==> config.mk <==
export PLATFORM = sky130hd
export DESIGN_NAME = wb_stage_flat
export DESIGN_NICKNAME = d
export VERILOG_FILES = /design/src/rtl/wb_stage_if.sv /design/src/rtl/wb_stage.sv /design/src/flat_wrapper.sv
export SDC_FILE = /design/constraint.sdc
export NUM_CORES = 1
export LEC_CHECK = 0
export ABC_CLOCK_PERIOD_IN_PS = 1800
export BUFFER_PORTS_ARGS = -buffer_cell sky130_fd_sc_hd__buf_2
export CELL_PAD_IN_SITES_DETAIL_PLACEMENT = 0
export CELL_PAD_IN_SITES_GLOBAL_PLACEMENT = 2
export CORE_AREA = 2 2 117 165
export CTS_CLUSTER_DIAMETER = 150
export DETAILED_ROUTE_END_ITERATION = 8
export DIE_AREA = 0 0 119 167
export GPL_ROUTABILITY_DRIVEN = 0
export PLACE_DENSITY_LB_ADDON = 0.1
export REMOVE_ABC_BUFFERS = 1
export SYNTH_ARGS = -nofsm -noshare
export SYNTH_HDL_FRONTEND = slang
export SYNTH_SLANG_ARGS = --single-unit
==> constraint.sdc <==
create_clock -name CLK -period 1.8 [get_ports CLK]
set_clock_uncertainty 0.1 [all_clocks]
set_input_delay 0.18 -clock CLK [delete_from_list [all_inputs] [get_ports CLK]]
set_output_delay 0.18 -clock CLK [all_outputs]
set_load 0.1 [all_outputs]
==> src/rtl/wb_stage_if.sv <==
// Writeback stage bus: pipeline-side inputs and register-file-side outputs of wb_stage.
// The master modport drives the stage; the slave modport is the stage itself.
interface wb_stage_if #(
   parameter int unsigned XLEN       = 32,
   parameter int unsigned NUM_SRC    = 4,
   parameter int unsigned REG_ADDR_W = 5,
   parameter int unsigned CNT_W      = 32
) ();
   localparam int unsigned SEL_W = (NUM_SRC > 1) ? $clog2(NUM_SRC) : 1;
   localparam int unsigned XW    = (NUM_SRC > 2) ? (NUM_SRC - 2) * XLEN : XLEN;

   logic                  VALID_IN;
   logic                  STALL_IN;
   logic                  FLUSH_IN;
   logic [SEL_W-1:0]      CRT_WB_IN;
   logic [XLEN-1:0]       DATA_M;
   logic [XLEN-1:0]       DATA_E;
   logic [XW-1:0]         DATA_X;
   logic [2:0]            LOAD_FMT;
   logic [1:0]            ADDR_LO;
   logic [REG_ADDR_W-1:0] RD_IN;
   logic                  REGWRITE_IN;

   logic                  RF_WE;
   logic [REG_ADDR_W-1:0] RF_ADDR;
   logic [XLEN-1:0]       RF_DATA;
   logic                  VALID_OUT;
   logic                  MISALIGN_ERR;
   logic [CNT_W-1:0]      RETIRE_CNT;

   modport master (
      output VALID_IN, STALL_IN, FLUSH_IN, CRT_WB_IN, DATA_M, DATA_E, DATA_X,
             LOAD_FMT, ADDR_LO, RD_IN, REGWRITE_IN,
      input  RF_WE, RF_ADDR, RF_DATA, VALID_OUT, MISALIGN_ERR, RETIRE_CNT
   );

   modport slave (
      input  VALID_IN, STALL_IN, FLUSH_IN, CRT_WB_IN, DATA_M, DATA_E, DATA_X,
             LOAD_FMT, ADDR_LO, RD_IN, REGWRITE_IN,
      output RF_WE, RF_ADDR, RF_DATA, VALID_OUT, MISALIGN_ERR, RETIRE_CNT
   );
endinterface

==> src/rtl/wb_stage.sv <==
// Registered RV32I writeback stage: source select, load formatting, x0 suppression,
// misaligned-load detection, valid/stall/flush register and retired-write counter.
module wb_stage #(
   parameter int unsigned XLEN       = 32,
   parameter int unsigned NUM_SRC    = 4,
   parameter int unsigned REG_ADDR_W = 5,
   parameter int unsigned CNT_W      = 32
) (
   input logic     CLK,
   input logic     RST_N,
   wb_stage_if.slave wb
);
   localparam int unsigned SEL_W = (NUM_SRC > 1) ? $clog2(NUM_SRC) : 1;

   typedef enum logic [2:0] {
      F_LB  = 3'b000,
      F_LH  = 3'b001,
      F_LW  = 3'b010,
      F_LBU = 3'b100,
      F_LHU = 3'b101
   } load_fmt_e;

   logic [7:0]            byte_lane;
   logic [15:0]           half_lane;
   logic [XLEN-1:0]       ld_data;
   logic                  ld_err;
   logic [XLEN-1:0]       src_data;
   logic                  src_err;

   logic                  valid_q, valid_d;
   logic                  we_q,    we_d;
   logic                  err_q,   err_d;
   logic [REG_ADDR_W-1:0] addr_q,  addr_d;
   logic [XLEN-1:0]       data_q,  data_d;
   logic [CNT_W-1:0]      cnt_q,   cnt_d;

   // Load formatting; any error forces the data to zero.
   always_comb begin
      byte_lane = '0;
      ld_data   = '0;
      ld_err    = 1'b0;
      case (wb.ADDR_LO)
         2'd0:    byte_lane = wb.DATA_M[7:0];
         2'd1:    byte_lane = wb.DATA_M[15:8];
         2'd2:    byte_lane = wb.DATA_M[23:16];
         default: byte_lane = wb.DATA_M[31:24];
      endcase
      half_lane = wb.ADDR_LO[1] ? wb.DATA_M[31:16] : wb.DATA_M[15:0];
      case (wb.LOAD_FMT)
         F_LB:  ld_data = XLEN'($signed(byte_lane));
         F_LBU: ld_data = XLEN'(byte_lane);
         F_LH: begin
            if (wb.ADDR_LO[0]) ld_err  = 1'b1;
            else               ld_data = XLEN'($signed(half_lane));
         end
         F_LHU: begin
            if (wb.ADDR_LO[0]) ld_err  = 1'b1;
            else               ld_data = XLEN'(half_lane);
         end
         F_LW: begin
            if (wb.ADDR_LO != 2'b00) ld_err  = 1'b1;
            else                     ld_data = XLEN'(wb.DATA_M[31:0]);
         end
         default: ld_err = 1'b1;
      endcase
   end

   // Out-of-range selects fall through with zero data.
   always_comb begin
      src_data = '0;
      src_err  = 1'b0;
      if (wb.CRT_WB_IN == '0) begin
         src_data = ld_data;
         src_err  = ld_err;
      end else if (wb.CRT_WB_IN == SEL_W'(1)) begin
         src_data = wb.DATA_E;
      end else begin
         for (int unsigned k = 2; k < NUM_SRC; k++) begin
            if (wb.CRT_WB_IN == SEL_W'(k)) src_data = wb.DATA_X[(k-2)*XLEN +: XLEN];
         end
      end
   end

   // Flush beats stall; the error pulse never survives a non-capturing edge.
   always_comb begin
      valid_d = valid_q;
      we_d    = we_q;
      addr_d  = addr_q;
      data_d  = data_q;
      err_d   = 1'b0;
      cnt_d   = cnt_q;
      if (wb.FLUSH_IN) begin
         valid_d = 1'b0;
         we_d    = 1'b0;
      end else if (!wb.STALL_IN) begin
         valid_d = wb.VALID_IN;
         addr_d  = wb.RD_IN;
         data_d  = src_data;
         we_d    = wb.VALID_IN & wb.REGWRITE_IN & (wb.RD_IN != '0) & ~src_err;
         err_d   = wb.VALID_IN & src_err;
         if (we_d) cnt_d = cnt_q + CNT_W'(1);
      end
   end

   always_ff @(posedge CLK or negedge RST_N) begin
      if (!RST_N) begin
         valid_q <= 1'b0;
         we_q    <= 1'b0;
         err_q   <= 1'b0;
         addr_q  <= '0;
         data_q  <= '0;
         cnt_q   <= '0;
      end else begin
         valid_q <= valid_d;
         we_q    <= we_d;
         err_q   <= err_d;
         addr_q  <= addr_d;
         data_q  <= data_d;
         cnt_q   <= cnt_d;
      end
   end

   assign wb.RF_WE        = we_q;
   assign wb.RF_ADDR      = addr_q;
   assign wb.RF_DATA      = data_q;
   assign wb.VALID_OUT    = valid_q;
   assign wb.MISALIGN_ERR = err_q;
   assign wb.RETIRE_CNT   = cnt_q;
endmodule

==> src/flat_wrapper.sv <==
// flat-port wrapper written by rule: the top's interface ports become plain ports
module wb_stage_flat 
#(
   parameter int unsigned XLEN       = 32,
   parameter int unsigned NUM_SRC    = 4,
   parameter int unsigned REG_ADDR_W = 5,
   parameter int unsigned CNT_W      = 32
)
  (CLK, RST_N, wb_VALID_IN, wb_STALL_IN, wb_FLUSH_IN, wb_CRT_WB_IN, wb_DATA_M, wb_DATA_E, wb_DATA_X, wb_LOAD_FMT, wb_ADDR_LO, wb_RD_IN, wb_REGWRITE_IN, wb_RF_WE, wb_RF_ADDR, wb_RF_DATA, wb_VALID_OUT, wb_MISALIGN_ERR, wb_RETIRE_CNT);
  wb_stage_if #(.XLEN(XLEN), .NUM_SRC(NUM_SRC), .REG_ADDR_W(REG_ADDR_W), .CNT_W(CNT_W)) wb_i ();
  input logic CLK;
  input logic RST_N;
  input wire logic [$bits(wb_i.VALID_IN)-1:0] wb_VALID_IN;
  input wire logic [$bits(wb_i.STALL_IN)-1:0] wb_STALL_IN;
  input wire logic [$bits(wb_i.FLUSH_IN)-1:0] wb_FLUSH_IN;
  input wire logic [$bits(wb_i.CRT_WB_IN)-1:0] wb_CRT_WB_IN;
  input wire logic [$bits(wb_i.DATA_M)-1:0] wb_DATA_M;
  input wire logic [$bits(wb_i.DATA_E)-1:0] wb_DATA_E;
  input wire logic [$bits(wb_i.DATA_X)-1:0] wb_DATA_X;
  input wire logic [$bits(wb_i.LOAD_FMT)-1:0] wb_LOAD_FMT;
  input wire logic [$bits(wb_i.ADDR_LO)-1:0] wb_ADDR_LO;
  input wire logic [$bits(wb_i.RD_IN)-1:0] wb_RD_IN;
  input wire logic [$bits(wb_i.REGWRITE_IN)-1:0] wb_REGWRITE_IN;
  output wire logic [$bits(wb_i.RF_WE)-1:0] wb_RF_WE;
  output wire logic [$bits(wb_i.RF_ADDR)-1:0] wb_RF_ADDR;
  output wire logic [$bits(wb_i.RF_DATA)-1:0] wb_RF_DATA;
  output wire logic [$bits(wb_i.VALID_OUT)-1:0] wb_VALID_OUT;
  output wire logic [$bits(wb_i.MISALIGN_ERR)-1:0] wb_MISALIGN_ERR;
  output wire logic [$bits(wb_i.RETIRE_CNT)-1:0] wb_RETIRE_CNT;
  assign wb_i.VALID_IN = wb_VALID_IN;
  assign wb_i.STALL_IN = wb_STALL_IN;
  assign wb_i.FLUSH_IN = wb_FLUSH_IN;
  assign wb_i.CRT_WB_IN = wb_CRT_WB_IN;
  assign wb_i.DATA_M = wb_DATA_M;
  assign wb_i.DATA_E = wb_DATA_E;
  assign wb_i.DATA_X = wb_DATA_X;
  assign wb_i.LOAD_FMT = wb_LOAD_FMT;
  assign wb_i.ADDR_LO = wb_ADDR_LO;
  assign wb_i.RD_IN = wb_RD_IN;
  assign wb_i.REGWRITE_IN = wb_REGWRITE_IN;
  assign wb_RF_WE = wb_i.RF_WE;
  assign wb_RF_ADDR = wb_i.RF_ADDR;
  assign wb_RF_DATA = wb_i.RF_DATA;
  assign wb_VALID_OUT = wb_i.VALID_OUT;
  assign wb_MISALIGN_ERR = wb_i.MISALIGN_ERR;
  assign wb_RETIRE_CNT = wb_i.RETIRE_CNT;
  wb_stage #(.XLEN(XLEN), .NUM_SRC(NUM_SRC), .REG_ADDR_W(REG_ADDR_W), .CNT_W(CNT_W)) u_core (.CLK(CLK), .RST_N(RST_N), .wb(wb_i));
endmodule
==> results of run 1 <==
[per-stage QoR]
step	setup TNS [ns]	cell area [µm²]	power, mW
after global placement	-5.49	6190	4.19
after detailed placement	-5.64	6190	4.20
after global routing	-0.0596	6610	6.42
after CTS	0	6580	6.24
final	0	6610	6.16
after floorplan	-16.13	4210	3.46
[power breakdown]
| group | internal (mW) | switching (mW) | leakage (nW) | total, mW |
|---|---|---|---|---|
| Combinational | 0.578 | 1.72 | 2.13 | 2.30 |
| Sequential | 1.78 | 0.0999 | 0.916 | 1.88 |
| Clock | 1.22 | 0.765 | 0.157 | 1.99 |
| Total | 3.58 | 2.58 | 3.21 | 6.16 |
[kinds of logic after synthesis]
kind of cell               after synthesis
AOI/OAI and AO/OA                      122
xor gates and xnor gates                31
adders and majority gates                1
buffers and inverters                   38
DFF                                     72
muxes                                   44
and+or+nand+nor                        135
[flip-flops by register name, indices dropped and copies added (netlist names)]
name / count
u_core.wb.MISALIGN_ERR: 1
u_core.wb.RF_ADDR: 5
u_core.wb.RF_WE: 1
u_core.wb.RF_DATA: 32
u_core.wb.VALID_OUT: 1
u_core.wb.RETIRE_CNT: 32
[synth_stat cells, types with 7 or more instances]
library cell	instances	share of area [%]
mux2_2	27	7.0
nand4_1	10	1.4
o21a_1	16	2.8
o2111ai_1	7	1.4
a221o_1	7	1.6
xnor2_1	19	3.8
nand3_1	10	1.2
nor2_1	21	1.8
o221ai_1	7	1.4
a221oi_1	25	5.0
nand2_1	57	4.9
xor2_1	12	2.4
a22oi_1	23	4.0
clkbuf_1	21	1.8
mux2i_1	15	3.5
dfrtp_1	72	41
a21oi_1	11	1.3
o21ai_0	18	2.1
[metal layers]
layer / GRT usage (%) / part of all wire [%]
met1: 19.5 / 37
met4: 6.88 / 2.2
met5: 0 / 0.16
met3: 4.79 / 6.8
met2: 34.1 / 53
[worst min-delay path, stage by stage]
cell	delay, ns
buf_2	0.08
o2111ai_1	0.11
nand2_1	0.06
[worst max path at each step]
stage,start,end,slack [ns],cells past startpoint
after floorplan,u_core.wb.RETIRE_CNT[6]$_DFFE_PN0P_,u_core.wb.RETIRE_CNT[22]$_DFFE_PN0P_,-0.85,5
after global placement,wb_ADDR_LO[1],u_core.wb.RETIRE_CNT[22]$_DFFE_PN0P_,-0.22,8
after detailed placement,wb_ADDR_LO[1],u_core.wb.RF_DATA[8]$_DFFE_PN0P_,-0.26,5
after CTS,u_core.wb.RETIRE_CNT[0]$_DFFE_PN0P_,u_core.wb.RETIRE_CNT[21]$_DFFE_PN0P_,0.00006,6
after global routing,u_core.wb.RETIRE_CNT[0]$_DFFE_PN0P_,u_core.wb.RETIRE_CNT[21]$_DFFE_PN0P_,-0.03,6
final,u_core.wb.RETIRE_CNT[8]$_DFFE_PN0P_,u_core.wb.RETIRE_CNT[22]$_DFFE_PN0P_,0.13,6
[final cells by class]
cell class	count	area, µm²	area share, %
antenna	4	10.0	0.151
clock buffer	10	229	3.46
clock inverter	6	91.3	1.38
inverter	6	22.5	0.341
multi-input combinational	333	2420	36.5
sequential	72	1800	27.2
tap	244	305	4.62
timing repair buffer	291	1740	26.3
[what timing repair did]
action	CTS	global route
resized for setup	0	4
endpoints found under the setup margin	0	18
hold endpoints to repair	27	0
hold buffers	7	0
buffers inserted	0	1
==> reports/results.txt, run 1 <==
outcome -> completed
final hold slack -> 0.0202 ns
fin util -> 36.0%
layout cells sized above 1 -> 47.6%
Max rail drop VDD -> 0.365 mV
top achievable clock speed -> 599 MHz
Syn Area/Cell -> 9.82 µm²
via count -> 4621
Syn-to-layout area delta -> 52.0%
Initial Util -> 23.7%
Hold Path Class -> in2reg
initial antenna violation count -> 6
number of library cell types mapped by synthesis -> 50
total wire length -> 18100 µm
flops & latches, synth -> 72
CORE AREA -> 18400 µm²
GRT Util Overall -> 18.3%
Crit. End Element -> register
crit-path cells -> and4_4 -> nand3_1 -> nor4b_2 -> buf_4 -> nand4_1 -> xnor2_1
Buf/Inv on CP -> 1
Die Width -> 119 µm
WHS Endpoint -> u_core.wb.RF_DATA[5]$_DFFE_PN0P_
Seq/Total Area, Yosys -> 41.4%
RSZ-0062 raised after global routing -> yes
Die H -> 167 µm
mux cell area share after synthesis -> 11.5%
Die ar. -> 19900 µm²
most frequent cells in the layout -> 216 x buf_2, 72 x dfrtp_1, 62 x buf_4, 57 x nand2_1, 27 x mux2_2
number of global-route vias before repair -> 4925
Critical Path Max Stage Delay -> 0.38 ns
Root Driver -> clkbuf_16
period utilization -> 92.7%
DRT Pass-1 Iters -> 4
# port buffers -> 217
# IOs -> 218
Worst R2R End -> u_core.wb.RETIRE_CNT[22]$_DFFE_PN0P_
clk sinks -> 72
XOR/XNOR Fraction of Synth Area -> 6.24%
largest family of logic cells by synthesized area -> compound AO/OA/AOI/OAI gates
R2R setup slack -> 0.13 ns
DP Cell Count -> 938
CTS Buffer Depth -> 2
worst-path fanout max -> 11
Netlist Area Pre-Place -> 4350 µm²
Post-Layout Cell Count -> 966
Post-synth EDFFs -> 0
Worst Setup Start Kind -> register
detailed placer's ending HPWL -> 14600 µm
WP data arrival -> 1.80 ns
dpl ws -> -0.258 ns
simple-gate share of the synthesized area -> 15.8%
Reg-to-Reg Start -> u_core.wb.RETIRE_CNT[8]$_DFFE_PN0P_
Top delay family on crit path -> simple AND/OR/NAND/NOR gates
Avg Vias per Cell -> 4.78
Final ANT Viol Nets -> 0
CTS clk-pin slew, worst paths -> 0.06 ns
Synth Area in Compound Gates -> 21.1%
DR iter-0 viols -> 183
post-synthesis adder-cell area fraction -> 0.288%
Primary FF master, synth -> dfrtp_1
headroom to the max-slew limit -> 47.2%
CTS buffer count -> 9
CP Class -> reg2reg
fillcell total -> 1962
Synth async-reset ratio -> 100%
fin. max-slew vios -> 0
DRC -> 0
largest net degree at the start of global routing -> 38
Hold Path Origin -> wb_DATA_E[5]
H-tree depth -> 3
worst hold stages -> 3
hold violation count in the final report -> 0
commonest non-fill, non-tap cell in the layout -> buf_2
GR Overflow Total -> 0
Avg WL per Cell -> 18.8 µm
final setup fails -> 0
R2R depth -> 6
worst setup margin -> 0.131 ns
Pleak -> 3.21 nW
Power Dens Cells -> 932 nW/µm²
CP max-delay cell -> dfrtp_1
clk_lat worst skew -> 0.34 ns
Yosys warnings -> 0
Worst-Margin Slew -> 0.790 ns
Rows -> 59
CP Data Required Time -> 1.93 ns
fin nets -> 860
Max-Cap Viols -> 0
min Tclk post-route -> 1.67 ns
CTS tree -> built
Cells after Synth -> 443
global-route wire length before repair -> 27700 µm
(Power assumes the default switching activity.)
==> inputs of run 2 (changes only) <==
--- a/config.mk
+++ b/config.mk
@@ -15,6 +15,7 @@
 export DIE_AREA = 0 0 119 167
 export GPL_ROUTABILITY_DRIVEN = 0
 export PLACE_DENSITY_LB_ADDON = 0.1
+export RECOVER_POWER = 25
 export REMOVE_ABC_BUFFERS = 1
 export SYNTH_ARGS = -nofsm -noshare
 export SYNTH_HDL_FRONTEND = slang
==> reports/results.txt, run 2 (synthesis results as in run 1) <==
# IOs -> 218 (unchanged)
clk_lat worst skew -> 0.34 ns (about the same)
Power Dens Cells -> 934 nW/µm² (+0.26%)
CTS clk-pin slew, worst paths -> 0.06 ns (about the same)
Die Width -> 119 µm (unchanged)
CTS Buffer Depth -> 2 (unchanged)
layout cells sized above 1 -> 47.6% (unchanged)
Avg WL per Cell -> 18.8 µm (+0.14%)
Worst Setup Start Kind -> register
Reg-to-Reg Start -> u_core.wb.RETIRE_CNT[5]$_DFFE_PN0P_
CP Class -> reg2reg
CORE AREA -> 18400 µm² (unchanged)
Max rail drop VDD -> 0.365 mV (unchanged)
Initial Util -> 23.7% (unchanged)
H-tree depth -> 3 (unchanged)
Die ar. -> 19900 µm² (unchanged)
commonest non-fill, non-tap cell in the layout -> buf_2
final setup fails -> 0 (unchanged)
via count -> 4619 (-0.043%)
worst-path fanout max -> 11 (unchanged)
Crit. End Element -> register
CP Data Required Time -> 1.93 ns (about the same)
worst setup margin -> 0.134 ns (+0.00348 ns)
DRC -> 0 (unchanged)
DRT Pass-1 Iters -> 4 (unchanged)
hold violation count in the final report -> 0 (unchanged)
RSZ-0062 raised after global routing -> yes
Hold Path Origin -> wb_DATA_E[5]
detailed placer's ending HPWL -> 14600 µm (unchanged)
number of global-route vias before repair -> 4925 (unchanged)
dpl ws -> -0.258 ns (unchanged)
fin nets -> 860 (unchanged)
crit path from -> u_core.wb.RETIRE_CNT[5]$_DFFE_PN0P_
CTS tree -> built
Pleak -> 3.20 nW (-0.32%)
GRT Util Overall -> 18.3% (unchanged)
most frequent cells in the layout -> 216 x buf_2, 72 x dfrtp_1, 61 x buf_4, 57 x nand2_1, 27 x mux2_2
Worst-Margin Slew -> 0.791 ns (+0.00115 ns)
Rows -> 59 (unchanged)
Root Driver -> clkbuf_16
Hold Path Class -> in2reg
GR Overflow Total -> 0 (unchanged)
period utilization -> 92.5% (-0.19 points)
Max-Cap Viols -> 0 (unchanged)
min Tclk post-route -> 1.67 ns (-0.00348 ns)
largest net degree at the start of global routing -> 38 (unchanged)
DR iter-0 viols -> 172 (-6.0%)
Die H -> 167 µm (unchanged)
WP data arrival -> 1.79 ns (about the same)
total wire length -> 18200 µm (+0.14%)
initial antenna violation count -> 6 (unchanged)
# port buffers -> 217 (unchanged)
CTS buffer count -> 9 (unchanged)
headroom to the max-slew limit -> 47.1% (-0.077 points)
Avg Vias per Cell -> 4.78 (about the same)
global-route wire length before repair -> 27700 µm (unchanged)
fin area -> 6590 µm² (-0.42%)
outcome -> completed
Syn-to-layout area delta -> 51.4%
clk sinks -> 72 (unchanged)
top achievable clock speed -> 600 MHz (+0.21%)
Placement Cell Area -> 6190 µm² (unchanged)
fin. max-slew vios -> 0 (unchanged)
Final ANT Viol Nets -> 0 (unchanged)
run 2: cell count changes in the layout (fill, tap and decap cells not counted), sizes merged:
| cell | previous run | this run |
|---|---|---|
| clkbuf | 10 | 13 |
| buf | 284 | 281 |
run 2: metal layers:
layer / vias up / GRT usage [%] / part of all wire (%)
li1: 2224 / - / -
met1: 2215 / 19.5 / 38
met2: 151 / 34.1 / 53
met3: 25 / 4.79 / 6.6
met4: 4 / 6.88 / 2.2
met5: - / 0 / 0.16
run 2: worst paths after layout:
kind	end	slack (ns)	depth (start not counted)
setup / recovery	u_core.wb.RETIRE_CNT[22]$_DFFE_PN0P_	0.13	6
hold / removal	u_core.wb.RF_DATA[5]$_DFFE_PN0P_	0.02	3
setup reg to reg	u_core.wb.RETIRE_CNT[22]$_DFFE_PN0P_	0.13	6
hold reg to reg	u_core.wb.RETIRE_CNT[31]$_DFFE_PN0P_	0.37	1
max in group asynchronous	u_core.wb.RETIRE_CNT[3]$_DFFE_PN0P_	0.35	3
min in group asynchronous	u_core.wb.RF_DATA[13]$_DFFE_PN0P_	0.30	2
run 2: worst max-delay path: stages, from the launching register on:
cell,delay (ns)
dfrtp_1,0.37
and4_4,0.25
nand3_1,0.10
nor4b_2,0.23
buf_4,0.22
nand4_1,0.13
xnor2_1,0.15
run 2: repair_timing:
action | in CTS | in global routing
hold buffers | 7 | 0
setup endpoints to repair | 0 | 18
resized for setup | 0 | 4
setup buffers | 0 | 1
endpoints found under the hold margin | 27 | 0
run 2: final cells by class:
cell class / count / area [µm²]
fill: 1966 / 11800
multi-input combinational: 333 / 2420
sequential: 72 / 1800
timing repair buffer: 291 / 1710
tap: 244 / 305
clock buffer: 10 / 229
clock inverter: 6 / 91.3
inverter: 6 / 22.5
antenna: 4 / 10.0
run 2: stage by stage:
step | util, % | power (mW) | hold WS (ns) | TNS, ns | cells
after floorplan | - | 3.46 | -0.216 | -16.13 | 411
after global placement | 33.7 | 4.19 | 0.0296 | -5.49 | 938
after detailed placement | 33.7 | 4.20 | 0.0328 | -5.64 | 938
after CTS | 35.8 | 6.24 | 0.0108 | 0 | 961
after global routing | 35.8 | 6.41 | 0.0415 | -0.0596 | 963
final | 35.8 | 6.15 | 0.0209 | 0 | 966
run 2: report_power, final:
part / total, mW / internal [mW] / switching, mW
Clock: 1.99 / 1.22 / 0.763
Sequential: 1.88 / 1.78 / 0.0994
Combinational: 2.29 / 0.571 / 1.72
Total: 6.15 / 3.57 / 2.58
